## src/rtl/seq_alu_core.sv

```systemverilog
// Single-clock sequential ALU: operand registers, start/busy/done handshake,
// iterative (or barrel) shifter and shift-add multiplier, registered F/FR.
module seq_alu_core #(
  parameter int unsigned WIDTH      = 32,
  parameter bit          FAST_SHIFT = 1'b0
) (
  input  logic             clk,
  input  logic             rst_n,
  input  logic [WIDTH-1:0] din,
  input  logic             ld_a,
  input  logic             ld_b,
  input  logic [3:0]       op,
  input  logic             start,
  output logic             busy,
  output logic             done,
  output logic [WIDTH-1:0] F,
  output logic [3:0]       FR,
  output logic [WIDTH-1:0] a_q,
  output logic [WIDTH-1:0] b_q
);

  localparam int unsigned SW = $clog2(WIDTH);
  localparam int unsigned CW = SW + 1;

  localparam logic [3:0] OP_ADD  = 4'b0000;
  localparam logic [3:0] OP_SUB  = 4'b1000;
  localparam logic [3:0] OP_AND  = 4'b0111;
  localparam logic [3:0] OP_OR   = 4'b0110;
  localparam logic [3:0] OP_XOR  = 4'b0100;
  localparam logic [3:0] OP_SLL  = 4'b0001;
  localparam logic [3:0] OP_SRL  = 4'b0101;
  localparam logic [3:0] OP_SRA  = 4'b1101;
  localparam logic [3:0] OP_SLT  = 4'b0010;
  localparam logic [3:0] OP_SLTU = 4'b0011;
  localparam logic [3:0] OP_MUL  = 4'b1001;

  typedef enum logic [1:0] {S_IDLE, S_SHIFT, S_MUL, S_FIN} state_e;

  state_e           state_q;
  logic [3:0]       op_q;
  logic [WIDTH-1:0] wa_q, wb_q, acc_q;
  logic [CW-1:0]    cnt_q;

  logic [SW-1:0]    shamt_c;
  logic [WIDTH-1:0] fast_sh_c;
  logic             is_shift_c;
  logic [WIDTH:0]   sum_c, diff_c;
  logic [WIDTH-1:0] res_c;
  logic             of_c, cf_c;

  // Barrel shift of the live A register, used when the shift finishes in one step.
  always_comb begin
    shamt_c    = b_q[SW-1:0];
    is_shift_c = (op == OP_SLL) || (op == OP_SRL) || (op == OP_SRA);
    case (op)
      OP_SLL:  fast_sh_c = a_q << shamt_c;
      OP_SRL:  fast_sh_c = a_q >> shamt_c;
      OP_SRA:  fast_sh_c = WIDTH'($signed(a_q) >>> shamt_c);
      default: fast_sh_c = a_q;
    endcase
  end

  // Result and arithmetic flags from the working registers, consumed in FIN.
  always_comb begin
    sum_c  = {1'b0, wa_q} + {1'b0, wb_q};
    diff_c = {1'b0, wa_q} - {1'b0, wb_q};
    of_c   = 1'b0;
    cf_c   = 1'b0;
    case (op_q)
      OP_ADD: begin
        res_c = sum_c[WIDTH-1:0];
        of_c  = (wa_q[WIDTH-1] == wb_q[WIDTH-1]) && (sum_c[WIDTH-1] != wa_q[WIDTH-1]);
        cf_c  = sum_c[WIDTH];
      end
      OP_SUB: begin
        res_c = diff_c[WIDTH-1:0];
        of_c  = (wa_q[WIDTH-1] != wb_q[WIDTH-1]) && (diff_c[WIDTH-1] != wa_q[WIDTH-1]);
        cf_c  = diff_c[WIDTH];
      end
      OP_AND:  res_c = wa_q & wb_q;
      OP_OR:   res_c = wa_q | wb_q;
      OP_XOR:  res_c = wa_q ^ wb_q;
      OP_SLT:  res_c = {{(WIDTH-1){1'b0}}, ($signed(wa_q) < $signed(wb_q))};
      OP_SLTU: res_c = {{(WIDTH-1){1'b0}}, (wa_q < wb_q)};
      OP_SLL, OP_SRL, OP_SRA, OP_MUL: res_c = acc_q;
      default: res_c = '0;
    endcase
  end

  always_ff @(posedge clk) begin
    if (!rst_n) begin
      state_q <= S_IDLE;
      op_q    <= '0;
      wa_q    <= '0;
      wb_q    <= '0;
      acc_q   <= '0;
      cnt_q   <= '0;
      busy    <= 1'b0;
      done    <= 1'b0;
      F       <= '0;
      FR      <= '0;
      a_q     <= '0;
      b_q     <= '0;
    end else begin
      done <= 1'b0;
      // Operand loads are frozen for the whole operation, FIN included.
      if (!busy && ld_a) a_q <= din;
      if (!busy && ld_b) b_q <= din;
      case (state_q)
        S_IDLE: begin
          if (start) begin
            op_q <= op;
            wa_q <= a_q;
            wb_q <= b_q;
            busy <= 1'b1;
            if (is_shift_c) begin
              if (FAST_SHIFT || (shamt_c == '0)) begin
                acc_q   <= fast_sh_c;
                state_q <= S_FIN;
              end else begin
                acc_q   <= a_q;
                cnt_q   <= CW'(shamt_c);
                state_q <= S_SHIFT;
              end
            end else if (op == OP_MUL) begin
              acc_q   <= '0;
              cnt_q   <= CW'(WIDTH);
              state_q <= S_MUL;
            end else begin
              state_q <= S_FIN;
            end
          end
        end
        S_SHIFT: begin
          case (op_q)
            OP_SLL:  acc_q <= {acc_q[WIDTH-2:0], 1'b0};
            OP_SRL:  acc_q <= {1'b0, acc_q[WIDTH-1:1]};
            default: acc_q <= {acc_q[WIDTH-1], acc_q[WIDTH-1:1]};
          endcase
          cnt_q <= cnt_q - CW'(1);
          if (cnt_q == CW'(1)) state_q <= S_FIN;
        end
        S_MUL: begin
          if (wb_q[0]) acc_q <= acc_q + wa_q;
          wa_q  <= {wa_q[WIDTH-2:0], 1'b0};
          wb_q  <= {1'b0, wb_q[WIDTH-1:1]};
          cnt_q <= cnt_q - CW'(1);
          if (cnt_q == CW'(1)) state_q <= S_FIN;
        end
        default: begin
          F       <= res_c;
          FR      <= {(res_c == '0), res_c[WIDTH-1], of_c, cf_c};
          done    <= 1'b1;
          busy    <= 1'b0;
          state_q <= S_IDLE;
        end
      endcase
    end
  end

endmodule
```

## config.mk

```make
export PLATFORM = sky130hd
export DESIGN_NAME = seq_alu_core
export DESIGN_NICKNAME = d
export VERILOG_FILES = /design/src/rtl/seq_alu_core.sv
export SDC_FILE = /design/constraint.sdc
export NUM_CORES = 1
export LEC_CHECK = 0
export ABC_CLOCK_PERIOD_IN_PS = 4300
export BUFFER_PORTS_ARGS = -buffer_cell sky130_fd_sc_hd__clkbuf_2
export CAP_MARGIN = 30
export CORE_ASPECT_RATIO = 2
export CORE_MARGIN = 5
export CORE_UTILIZATION = 63
export DETAILED_ROUTE_END_ITERATION = 8
export GPL_TIMING_DRIVEN = 0
export PLACE_DENSITY_LB_ADDON = 0.25
export SLEW_MARGIN = 40
export SYNTH_ARGS = -nofsm -noshare
export SYNTH_HDL_FRONTEND = slang
export SYNTH_SLANG_ARGS = --single-unit
```

## constraint.sdc

```tcl
create_clock -name clk -period 4.3 [get_ports clk]
set_input_delay 0.215 -clock clk [delete_from_list [all_inputs] [get_ports clk]]
set_output_delay 0.215 -clock clk [all_outputs]
set_load 0.05 [all_outputs]
```

==> results.ini, run 1 <==
[synth]
synth_area_leaders = dfxtp_1 21%, ha_1 9.0%, a21oi_1 7.1%, mux2i_1 6.8%, nand2_1 5.5%
syn_area_per_cell_um2 = 7.488
synth_common_cells = 293 x nand2_1, 282 x a21oi_1, 277 x nor2_1
syn_area_um2 = 19960
synth_edf_count = 0
synth.most_common_cell = nand2_1
postSynthCellCount = 2666
synthArstFlopShare_pct = 0
yosysTopAreaCell = dfxtp_1
synth_top_flop_cell = dfxtp_1
synth_seq_cells = 209
post-synth-top-area-fraction_pct = 20.96
syn_nets = 2853
yosysUniqueCellTypes = 99
ys_warn_count = 0
seq_area_frac_synth_pct = 20.96

[grt]
first_global_vias = 26510
grt_usage_pct = 65.90
grt_max_degree = 16
grt-ovfl-total = 160
grt_pass1_wl_um = 178200

[floorplan]
die_h_um = 261.7
start_util_pct = 63.53
fp.dieW_um = 135.9
ios = 143
rows = 92

[outcome]
firstError = [ERROR GRT-0116] Global routing finished with congestion. Check the congestion regions in the DRC Viewer.
stop_stage = global routing (5_1_grt)
status = did not finish

[placed_design]
place_worst_setup_slack_ps = -161.2
portBuffers = 141
dpl_cell_area_um2 = 21260
dp_hpwl_um = 78510
post-place-cells = 3232
gp_congestion = 1.252

[clock_network]
ctsLongestPathBuffers = 3
cts.sinks = 209
postCtsSetupRepairBufs = 0
htreeDepth = 1
numCtsBuffers = 21
cts_root_buf = clkbuf_16

-- repair_timing --
action	CTS
gates resized for setup	2
setup endpoints to repair	2
hold endpoints to repair	63
hold buffers	32
gates cloned	0
-- per-layer routing --
| metal | overflow | track usage [%] |
|---|---|---|
| met4 | 84 | 73.79 |
| met1 | 2 | 64.48 |
| met2 | 73 | 89.69 |
| met3 | 1 | 38.20 |
| met5 | 0 | 3.846 |
-- logic make-up after synthesis --
group / count (synthesis) / share of synthesized area, %
compound gates: 917 / 30.70
simple gates: 831 / 18.85
xor+xnor: 25 / 1.097
buf+inv: 346 / 6.782
flops: 209 / 20.96
mux: 192 / 12.35
fa+ha+maj: 146 / 9.264
-- metrics by stage --
stage | setup TNS [ps] | hold slack, ps
floorplan | 0 | 351.0
global placement | -421.6 | 450.1
detailed placement | -216.8 | 456.2
CTS | 0 | 5.332
==> run 2: changes to the inputs <==
- CORE_ASPECT_RATIO: 2 -> default
- CORE_UTILIZATION: 63 -> 40
- PLACE_DENSITY_LB_ADDON: 0.25 -> 0.15
==> run 2 against run 1 <==
Effect of this change:
- the flow now finishes, with violations (negative setup slack)
- area after synthesis unchanged
- synthesized cell count unchanged
==> results.ini, run 2 <==
[outcome]
status = finished with violations  ; was did not finish
violations = negative setup slack

[clock_network]
numCtsBuffers = 27  ; was 21
htreeDepth = 1  ; unchanged
cts_root_buf = clkbuf_16  ; unchanged
cts_tree = built
ctsLongestPathBuffers = 3  ; unchanged
clkTransAtPathRegs_ps = 70
cts.sinks = 209  ; unchanged
clock_latency_ps = 590

[sta]
final-setup-viol-count = 1
worstMarginPinSlew_ps = 943.9
skew_ps = 29.91
slew_viol_final = 0
period_needed_ps = 4322
relSlewSlack_pct = 37.07
fin_ws_ps = -21.52
tns_ps = -21.52
rsz0062_at_grt = true
finalCritPeriodShare_pct = 100.5
max_freq_ghz = 0.2314
hold_violations = 0

[setup_path]
arrival_ps = 4810
crit_chain = inv_1, ha_1, clkbuf_1, o21bai_1, a221o_1, a21o_1, a221o_1, a2111oi_2, nor3b_4, a21boi_1, and4_1, a31o_1
worstSetupPathDepth = 12
cp_common_cell = a221o_1
critPathKind = flop to flop
critPathTopFamily = compound AO/OA/AOI/OAI gates
end_kind = flop
critPathBufInv = 2
ff2ff_path_depth = 12
crit_fanout = 10
slowest_stage = dfxtp_1
worstSetupStartpointType = flop
critPathRequiredTime_ps = 4790
critPathMaxStageDelay_ps = 700

[finish]
antenna_cells = 0
layout_commonest_cell = nand2_1
fillers = 5014
register_area_um2 = 4195
syn2layout_area_growth_pct = 14.39
drive_above_1_share_pct = 12.05
nets = 3057
multi_input_area_um2 = 14530
final_cell_mix = 293 x nand2_1, 280 x a21oi_1, 276 x nor2_1, 200 x dfxtp_1, 163 x clkbuf_1

[power_and_ir_drop]
p_int_mw = 7.725
ir_drop_mv = 0.3811
power.switching_mw = 10.41
seqPwrFrac_pct = 20.1
leakage_nw = 8.786
powerDensity_nw_per_um2 = 793.9
swShare_pct = 57.39
finalPower_mw = 18.13
clockPowerShare_pct = 12.5
p_comb_share_pct = 67.4

[floorplan]
fp.coreArea_um2 = 49150
start_util_pct = 40.61  ; was 63.53%
fp.dieW_um = 233.4  ; was 135.9 um
die_h_um = 233.4  ; was 261.7 um
ios = 143  ; unchanged
rows = 81  ; was 92
die_area_um2 = 54480

[synth]
synth_top_family_by_area = compound AO/OA/AOI/OAI gates  ; unchanged
synth_area_leaders = dfxtp_1 21%, ha_1 9.0%, a21oi_1 7.1%, mux2i_1 6.8%, nand2_1 5.5%  ; unchanged
seq_area_frac_synth_pct = 20.96  ; unchanged
post-synth-top-area-fraction_pct = 20.96  ; unchanged
syn_area_um2 = 19960  ; unchanged
synth_fa_ha_area_share_pct = 9.264  ; unchanged
synth_top_flop_cell = dfxtp_1  ; unchanged
synthArstFlopShare_pct = 0  ; unchanged
syn_area_per_cell_um2 = 7.488  ; unchanged
synth.most_common_cell = nand2_1  ; unchanged
synth_xor_area_share_pct = 1.097  ; unchanged
postSynthCellCount = 2666  ; unchanged
synth_compound_area_share_pct = 30.70  ; unchanged
yosysTopAreaCell = dfxtp_1  ; unchanged
yosysUniqueCellTypes = 99  ; unchanged
synth_common_cells = 293 x nand2_1, 282 x a21oi_1, 277 x nor2_1  ; unchanged
synth_seq_cells = 209  ; unchanged
synth_edf_count = 0  ; unchanged
synth_mux_area_share_pct = 12.35  ; unchanged
ys_warn_count = 0  ; unchanged
syn_nets = 2853  ; unchanged
synthSimpleGateAreaFrac_pct = 18.85  ; unchanged

[placed_design]
portBuffers = 141  ; unchanged
gp_congestion = 1.017  ; was 1.252
dp_hpwl_um = 80020  ; was 78,510 um

[grt]
grt-ovfl-total = 0
antenna_found_initial = 1
grt_use_met1_pct = 51.60
use_met3_pct = 6.078
grt_pass1_wl_um = 147500
grt_usage_pct = 35.97
busiest_layer = met2
first_global_vias = 21500
grt_max_degree = 15
grtUsageMet2_pct = 53.44

[routing]
routed_wl_um = 101900
drt-initial-drc-count = 3086
postRouteAntennaNets = 0
vias = 23130
drt_first_pass_iters = 6
drc_errors = 0
viasPerCell = 6.514
routedWlPerCell_um = 28.71

[min_path]
whs_path_depth = 3
hp-class = input port to flop

[flow_run]
cap_violations = 0

[run 2: cell counts after synthesis]
No cell type changed its count.
[run 2: final cells by class]
class	count	area share, %
Buffer	225	4.016
Inverter	121	1.989
Multi-Input combinational cell	2111	63.61
Tap cell	664	3.638
Clock inverter	11	0.4876
Timing Repair Buffer	175	4.575
Clock buffer	35	3.309
Sequential cell	209	18.37
[run 2: logic make-up after synthesis]
family,after synthesis
compound gates,917
fa+ha+maj,146
mux,192
flops,209
simple gates,831
xor+xnor,25
buf+inv,346
[run 2: timing repair]
item                       CTS  global route
hold buffers                32             0
resized for setup            4            22
setup buffers                0             1
hold endpoints to repair    64             0
pin swaps                    0             2
setup endpoints to repair    2             4
[run 2: path summary, 6_finish.rpt]
path	startpoint	end	slack, ps
setup / recovery	wa_q[19]$_SDFFE_PN0P_	FR[3]$_SDFFE_PN0P_	-20
hold / removal	op[0]	op_q[0]$_SDFFE_PN0P_	70
setup reg to reg	wa_q[19]$_SDFFE_PN0P_	FR[3]$_SDFFE_PN0P_	-20
hold reg to reg	FR[1]$_SDFFE_PN0P_	FR[1]$_SDFFE_PN0P_	470
[run 2: per-stage QoR]
| stage | hold WS, ps | std cells | setup slack, ps | utilization (%) | area [um^2] |
|---|---|---|---|---|---|
| floorplan | 351.0 | 2666 | 1066 | - | 19960 |
| global placement | 461.0 | 3471 | -384.1 | 43.74 | 21500 |
| detailed placement | 460.1 | 3472 | -314.8 | 43.87 | 21560 |
| CTS | 41.08 | 3550 | 25.18 | 46.31 | 22760 |
| global route | 45.97 | 3551 | -110.5 | 46.46 | 22840 |
| finish | 66.40 | 3551 | -21.52 | 46.46 | 22840 |
[run 2: per-layer routing]
metal,wire [um],share of wire (%)
met1,43950,43
met2,42630,42
met3,10240,10
met4,5102,5.0
met5,15,0.015
[run 2: tightest hold or removal path: cells and delay by family]
| family | cells | cell delay, ps |
|---|---|---|
| and+or+nand+nor | 1 | 200 |
| buffers and inverters | 1 | 100 |
| AOI/OAI and AO/OA | 1 | 100 |
[run 2: power by group through the flow]
stage          Combinational (mW)  Sequential, mW  Clock, mW
5_1_grt                      13.0            3.65       2.36
6_report                     12.2            3.65       2.26
3_3_place_gp                 11.6            3.60          0
4_1_cts                      11.7            3.58       2.28
3_5_place_dp                 11.6            3.62          0
2_1_floorplan                7.67            3.43          0
No activity file was read; power rests on OpenSTA's default activity.
